**src/rtl/disp_scan_if.sv**
```systemverilog
// disp_scan_if: load/data and display-drive bundle for the disp_scan
// 4-digit 7-segment scanner.
//   master : the side that loads digit data and watches the display drive
//   slave  : the scanner itself
interface disp_scan_if;
  logic        load;
  logic [15:0] hex_in;
  logic [3:0]  pt_in;
  logic [3:0]  blk_in;
  logic [3:0]  D;
  logic        point;
  logic        LE;
  logic [3:0]  AN;
  logic        frame_tick;

  modport master (
    output load, hex_in, pt_in, blk_in,
    input  D, point, LE, AN, frame_tick
  );

  modport slave (
    input  load, hex_in, pt_in, blk_in,
    output D, point, LE, AN, frame_tick
  );
endinterface

```
**src/rtl/disp_scan.sv**
```systemverilog
// disp_scan: time-multiplexed scanner for a 4-digit 7-segment display.
// It drives an MC14495-style decoder (D, point, LE) and the active-low
// anodes (AN).
// New digit data is first held in pending registers. It is promoted to the
// shadow registers only at a frame boundary, so a frame never mixes old and
// new digits.
// Optional feature macro: LEADING_ZERO_BLANK_EN. When it is defined, leading
// zero digits 3..1 are blanked.
module disp_scan #(
  parameter int SCAN_DIV = 50000,  // clocks per digit, >= 2
  parameter int CNT_W    = 16      // 2**CNT_W >= SCAN_DIV
) (
  input  logic         clk,
  input  logic         rst_n,
  disp_scan_if.slave   bus
);

  localparam logic [CNT_W-1:0] CNT_LAST = CNT_W'(SCAN_DIV - 1);

  logic [CNT_W-1:0] cnt_q, cnt_d;
  logic [1:0]       idx_q, idx_d;
  logic             step;
  logic             boundary;

  logic [15:0] pend_hex_q, pend_hex_d;
  logic [3:0]  pend_pt_q,  pend_pt_d;
  logic [3:0]  pend_blk_q, pend_blk_d;
  logic        pend_valid_q, pend_valid_d;

  logic [15:0] shad_hex_q, shad_hex_d;
  logic [3:0]  shad_pt_q,  shad_pt_d;
  logic [3:0]  shad_blk_q, shad_blk_d;

  logic [3:0]  eff_blk;
  logic [3:0]  an_q, an_d;
  logic [3:0]  d_q, d_d;
  logic        point_q, point_d;
  logic        le_q, le_d;
  logic        ft_q, ft_d;

  // Prescaler and digit index: a step wraps the prescaler and advances the digit
  always_comb begin
    step     = (cnt_q == CNT_LAST);
    boundary = step && (idx_q == 2'd3);
    if (step) begin
      cnt_d = {CNT_W{1'b0}};
      idx_d = idx_q + 2'd1;
    end else begin
      cnt_d = cnt_q + CNT_W'(1);
      idx_d = idx_q;
    end
  end

  // Pending/shadow update: loads go to pending; shadow is refreshed only at the
  // frame boundary, and a load on the boundary bypasses pending.
  always_comb begin
    pend_hex_d   = pend_hex_q;
    pend_pt_d    = pend_pt_q;
    pend_blk_d   = pend_blk_q;
    pend_valid_d = pend_valid_q;
    shad_hex_d   = shad_hex_q;
    shad_pt_d    = shad_pt_q;
    shad_blk_d   = shad_blk_q;
    if (bus.load) begin
      pend_hex_d   = bus.hex_in;
      pend_pt_d    = bus.pt_in;
      pend_blk_d   = bus.blk_in;
      pend_valid_d = 1'b1;
    end else begin
      pend_valid_d = pend_valid_q;
    end
    if (boundary) begin
      if (bus.load) begin
        shad_hex_d = bus.hex_in;
        shad_pt_d  = bus.pt_in;
        shad_blk_d = bus.blk_in;
      end else if (pend_valid_q) begin
        shad_hex_d = pend_hex_q;
        shad_pt_d  = pend_pt_q;
        shad_blk_d = pend_blk_q;
      end else begin
        shad_hex_d = shad_hex_q;
      end
      pend_valid_d = 1'b0;
    end else begin
      shad_hex_d = shad_hex_d;
    end
  end

  // Effective per-digit blank, with optional leading-zero suppression on digits 3..1
  always_comb begin
`ifdef LEADING_ZERO_BLANK_EN
    logic [3:1] zero_hi;
    zero_hi[3] = (shad_hex_q[15:12] == 4'd0);
    zero_hi[2] = zero_hi[3] && (shad_hex_q[11:8] == 4'd0);
    zero_hi[1] = zero_hi[2] && (shad_hex_q[7:4] == 4'd0);
    eff_blk    = shad_blk_q | {zero_hi, 1'b0};
`else
    eff_blk    = shad_blk_q;
`endif
  end

  // Display drive for the current digit, taken from the shadow registers
  always_comb begin
    an_d    = ~(4'b0001 << idx_q);
    d_d     = shad_hex_q[{idx_q, 2'b00} +: 4];
    point_d = shad_pt_q[idx_q];
    le_d    = eff_blk[idx_q];
    ft_d    = boundary;
  end

  // State and output registers; reset blanks the display and drops pending data
  always_ff @(posedge clk or negedge rst_n) begin
    if (!rst_n) begin
      cnt_q        <= {CNT_W{1'b0}};
      idx_q        <= 2'd0;
      pend_hex_q   <= 16'd0;
      pend_pt_q    <= 4'd0;
      pend_blk_q   <= 4'd0;
      pend_valid_q <= 1'b0;
      shad_hex_q   <= 16'd0;
      shad_pt_q    <= 4'd0;
      shad_blk_q   <= 4'b1111;
      an_q         <= 4'b1111;
      d_q          <= 4'd0;
      point_q      <= 1'b0;
      le_q         <= 1'b1;
      ft_q         <= 1'b0;
    end else begin
      cnt_q        <= cnt_d;
      idx_q        <= idx_d;
      pend_hex_q   <= pend_hex_d;
      pend_pt_q    <= pend_pt_d;
      pend_blk_q   <= pend_blk_d;
      pend_valid_q <= pend_valid_d;
      shad_hex_q   <= shad_hex_d;
      shad_pt_q    <= shad_pt_d;
      shad_blk_q   <= shad_blk_d;
      an_q         <= an_d;
      d_q          <= d_d;
      point_q      <= point_d;
      le_q         <= le_d;
      ft_q         <= ft_d;
    end
  end

  assign bus.AN         = an_q;
  assign bus.D          = d_q;
  assign bus.point      = point_q;
  assign bus.LE         = le_q;
  assign bus.frame_tick = ft_q;

endmodule

```
**src/flat_wrapper.sv**
```systemverilog
// flat-port wrapper written by rule: the top's interface ports become plain ports
module disp_scan_flat 
#(
  parameter int SCAN_DIV = 50000,                           
  parameter int CNT_W    = 16                             
)
  (clk, rst_n, bus_load, bus_hex_in, bus_pt_in, bus_blk_in, bus_D, bus_point, bus_LE, bus_AN, bus_frame_tick);
  disp_scan_if bus_i ();
  input  logic clk;
  input  logic rst_n;
  input wire logic [$bits(bus_i.load)-1:0] bus_load;
  input wire logic [$bits(bus_i.hex_in)-1:0] bus_hex_in;
  input wire logic [$bits(bus_i.pt_in)-1:0] bus_pt_in;
  input wire logic [$bits(bus_i.blk_in)-1:0] bus_blk_in;
  output wire logic [$bits(bus_i.D)-1:0] bus_D;
  output wire logic [$bits(bus_i.point)-1:0] bus_point;
  output wire logic [$bits(bus_i.LE)-1:0] bus_LE;
  output wire logic [$bits(bus_i.AN)-1:0] bus_AN;
  output wire logic [$bits(bus_i.frame_tick)-1:0] bus_frame_tick;
  assign bus_i.load = bus_load;
  assign bus_i.hex_in = bus_hex_in;
  assign bus_i.pt_in = bus_pt_in;
  assign bus_i.blk_in = bus_blk_in;
  assign bus_D = bus_i.D;
  assign bus_point = bus_i.point;
  assign bus_LE = bus_i.LE;
  assign bus_AN = bus_i.AN;
  assign bus_frame_tick = bus_i.frame_tick;
  disp_scan #(.SCAN_DIV(SCAN_DIV), .CNT_W(CNT_W)) u_core (.clk(clk), .rst_n(rst_n), .bus(bus_i));
endmodule
```
**config.mk**
```make
export PLATFORM = sky130hd
export DESIGN_NAME = disp_scan_flat
export DESIGN_NICKNAME = d
export VERILOG_FILES = /design/src/rtl/disp_scan_if.sv /design/src/rtl/disp_scan.sv /design/src/flat_wrapper.sv
export SDC_FILE = /design/constraint.sdc
export NUM_CORES = 1
export LEC_CHECK = 0
export ABC_AREA = 1
export ABC_CLOCK_PERIOD_IN_PS = 1700
export BUFFER_PORTS_ARGS = -buffer_cell sky130_fd_sc_hd__clkbuf_2
export CAP_MARGIN = 5
export CORE_UTILIZATION = 30
export DETAILED_ROUTE_END_ITERATION = 7
export GPL_TIMING_DRIVEN = 0
export PLACE_DENSITY = 0.46
export RECOVER_POWER = 25
export SLEW_MARGIN = 40
export SYNTH_ARGS = -nofsm -noshare
export SYNTH_HDL_FRONTEND = slang
export SYNTH_SLANG_ARGS = --single-unit
```
**constraint.sdc**
```tcl
create_clock -name clk -period 1.7 [get_ports clk]
set_clock_uncertainty 0.05 [all_clocks]
set_input_delay 0.17 -clock clk [delete_from_list [all_inputs] [get_ports clk]]
set_output_delay 0.17 -clock clk [all_outputs]
set_load 0.03 [all_outputs]
```
==> reports/qor.txt <==
Crit-path slowest cell: dfrtp_1
Congestion Overflow GR: 0
WHS: 0.01720 ns
area leader, netlist: dfrtp_1
Post-Synthesis Cells: 404
IO buf count: 36
fraction of layout cells with a size suffix above 1: 19.69%
Avg Inst Size Synth: 8.641 sq um
post-DR vias/cell: 4.490
wire length per cell: 13.12 um
Max VDD drop: 0.4586 mV
Syn Nets: 436
internal power: 2.992 mW
Core Region: 11370 sq um
Final HPWL DP: 5650 um
Die Y: 109.9 um
root buf cell: clkbuf_16
routability cong.: 0.7765
wirelength, routed: 7870 um
setup violation total in the final timing report: 0
Vias: 2694
chip width: 109.9 um
Sw Share: 22.23%
Critical Path RT: 1.92 ns
crit path max fanout: 10
die area: 12070 sq um
RSZ-0062 raised after global routing: yes
pwr dens: 920.1 nW/um^2
vias in the first global route: 2624
Worst slew margin: 43.43%
Bufs on Longest Clock Path: 2
synthesized area: 3491 sq um
CTS H-tree depth: 3
fin util: 36.78%
Seq cells post-synth: 78
Cells after DPL: 584
critical path startpoint category: flop
crit path DAT: 1.76 ns
period utilization: 90.55%
sw power: 0.8554 mW
CP peak stage delay: 0.37 ns
WL met1: 4128 um
most frequent cells in the layout: 137 x nand2_1, 68 x dfrtp_1, 38 x nor2_1, 38 x clkbuf_2, 33 x inv_1
Ant. Diodes: 0
post-synthesis sequential area ratio: 56.24%
Slew @ Worst Pin: 0.8485 ns
P&R area growth vs syn: 19.78%
CP endpoint kind: flop
Comb power frac: 4.3%
antenna violations before repair: 0
Met3 Routed Length: 203 um
most used cell, CP: nand2_1
Ports: 38
initial DRC count: 158
Critical Path, Cell by Cell: ha_2 -> nand2_1 -> nor2_2 -> nand3_1 -> nor2_4 -> buf_4 -> nand4_1 -> nand2_1
Initial DRT Pass Iterations: 4
crit path time final: 1.539 ns
Leak: 2.186 nW
Layout Nets: 484
Total Power: 3.847 mW
achievable clock frequency: 649.6 MHz
FP Rows: 39
DRC Markers: 0
pre-CTS setup slack: -0.1035 ns
Sink Count: 78
final hold viol count: 0
starting density of the core: 30.70%
top layer in use: met4
power share of the clock group: 45.8%
CTS tree: done
Cell variety after synth: 24
Routed Antenna Nets: 0
pin count of the biggest net entering global routing: 48
wire length of the first global-routing pass: 13340 um
Final WS setup: 0.1606 ns
Area contributors post-synth: dfrtp_1 49%, nand2_1 15%, dfstp_2 6.8%
WS Path Type: flop to flop
# Max-Cap Violations: 0
sequential power share: 49.9%
worst skew pair latency: 0.33 ns
Finished Layout Cells: 600
Worst Hold Class: primary input to flop
yosys warns: 0
total track usage: 14.81%
met2 wire length: 3389 um
Synth top area share: 49.46%
Worst-path clk slew: 0.06 ns
most common cell after layout, fill and taps aside: nand2_1
status: completed
Final Max Slew Viols: 0
total CTS buffers: 9
[cells in the mapped netlist, drive strengths merged]
library cell and n:
and2 1, clkbuf 6, buf 12, nand2 148, dfrtp 69, ha 5
xor2 5, or2 1, nand4 27, dfstp 9, nand3 13, inv 33
o21ai 19, o22ai 6, a21oi 3, o21bai 1, nor3 3, nor2 43
[path summary, 6_finish.rpt]
check                                              start                                to  slack, ns  cells past startpoint
max reg2reg                    u_core.cnt_q[0]$_DFF_PN0_  u_core.shad_hex_q[2]$_DFFE_PN0P_       0.16                      8
min                                        bus_blk_in[3]  u_core.pend_blk_q[3]$_DFFE_PN0P_       0.02                      3
max                            u_core.cnt_q[0]$_DFF_PN0_  u_core.shad_hex_q[2]$_DFFE_PN0P_       0.16                      8
max in group asynchronous                          rst_n        u_core.bus.AN[3]$_DFF_PN1_       0.40                      3
min reg2reg                u_core.eff_blk[1]$_DFFE_PN1P_     u_core.eff_blk[1]$_DFFE_PN1P_       0.42                      2
min in group asynchronous                          rst_n  u_core.pend_blk_q[2]$_DFFE_PN0P_       0.42                      2
[per-stage QoR]
step / setup TNS, ns / instance area, sq um
4_1_cts: 0 / 4169
2_1_floorplan: 0 / 3491
3_5_place_dp: -0.8083 / 3886
3_3_place_gp: -29.52 / 3850
6_report: 0 / 4182
5_1_grt: -0.0009717 / 4182
[power groups by stage]
stage / clock [mW] / sequential [mW] / combinational [mW]
finish: 1.76 / 1.92 / 0.166
detailed placement: 0 / 1.95 / 0.177
CTS: 1.81 / 1.92 / 0.179
global route: 1.90 / 1.92 / 0.195
global placement: 0 / 1.95 / 0.163
floorplan: 0 / 1.95 / 0.0711
[registers in the layout (all words and copies together) (netlist names)]
signal / cells
u_core.cnt_q: 16
u_core.bus.AN: 4
u_core.pend_pt_q: 4
u_core.pend_valid_q: 1
u_core.shad_pt_q: 4
u_core.pend_blk_q: 4
u_core.pend_hex_q: 16
u_core.bus.point: 1
u_core.bus.frame_tick: 1
u_core.eff_blk: 4
u_core.bus.D: 4
u_core.bus.LE: 1
u_core.idx_q: 2
u_core.shad_hex_q: 16
[cells by family after synthesis]
logic type,after synthesis,share of synthesized area (%)
buf+inv,51,6.738
fa+ha+maj,5,1.792
simple gates,236,29.53
flops,78,56.24
compound gates,29,4.444
xor+xnor,5,1.254
[layout make-up]
cell class	count	area (sq um)
Timing Repair Buffer	38	217.7
Fill cell	1171	7188
Sequential cell	78	1964
Clock inverter	3	21.27
Tap cell	143	178.9
Buffer	17	107.6
Multi-Input combinational cell	275	1318
Inverter	33	123.9
Clock buffer	13	250.2
[per-layer routing]
metal	track usage, %	up-vias
met4	6.857	0
met5	0	-
li1	-	1385
met1	20.83	1254
met2	22.10	45
met3	2.490	10
[what timing repair did]
item                                    4_1_cts  5_1_grt
pin swaps                                     0        1
resized for setup                             3       13
buffers inserted                              0        0
endpoints found under the setup margin       25       31
endpoints found under the hold margin        32        0
hold buffers                                  1        0
[critical path: cells and delay by family (launching register included)]
family	cells	cell delay (ns)
simple gates	6	0.67
flops	1	0.37
fa+ha+maj	1	0.20
buf+inv	1	0.19
Note: power is estimated with default switching activity, not from simulation.
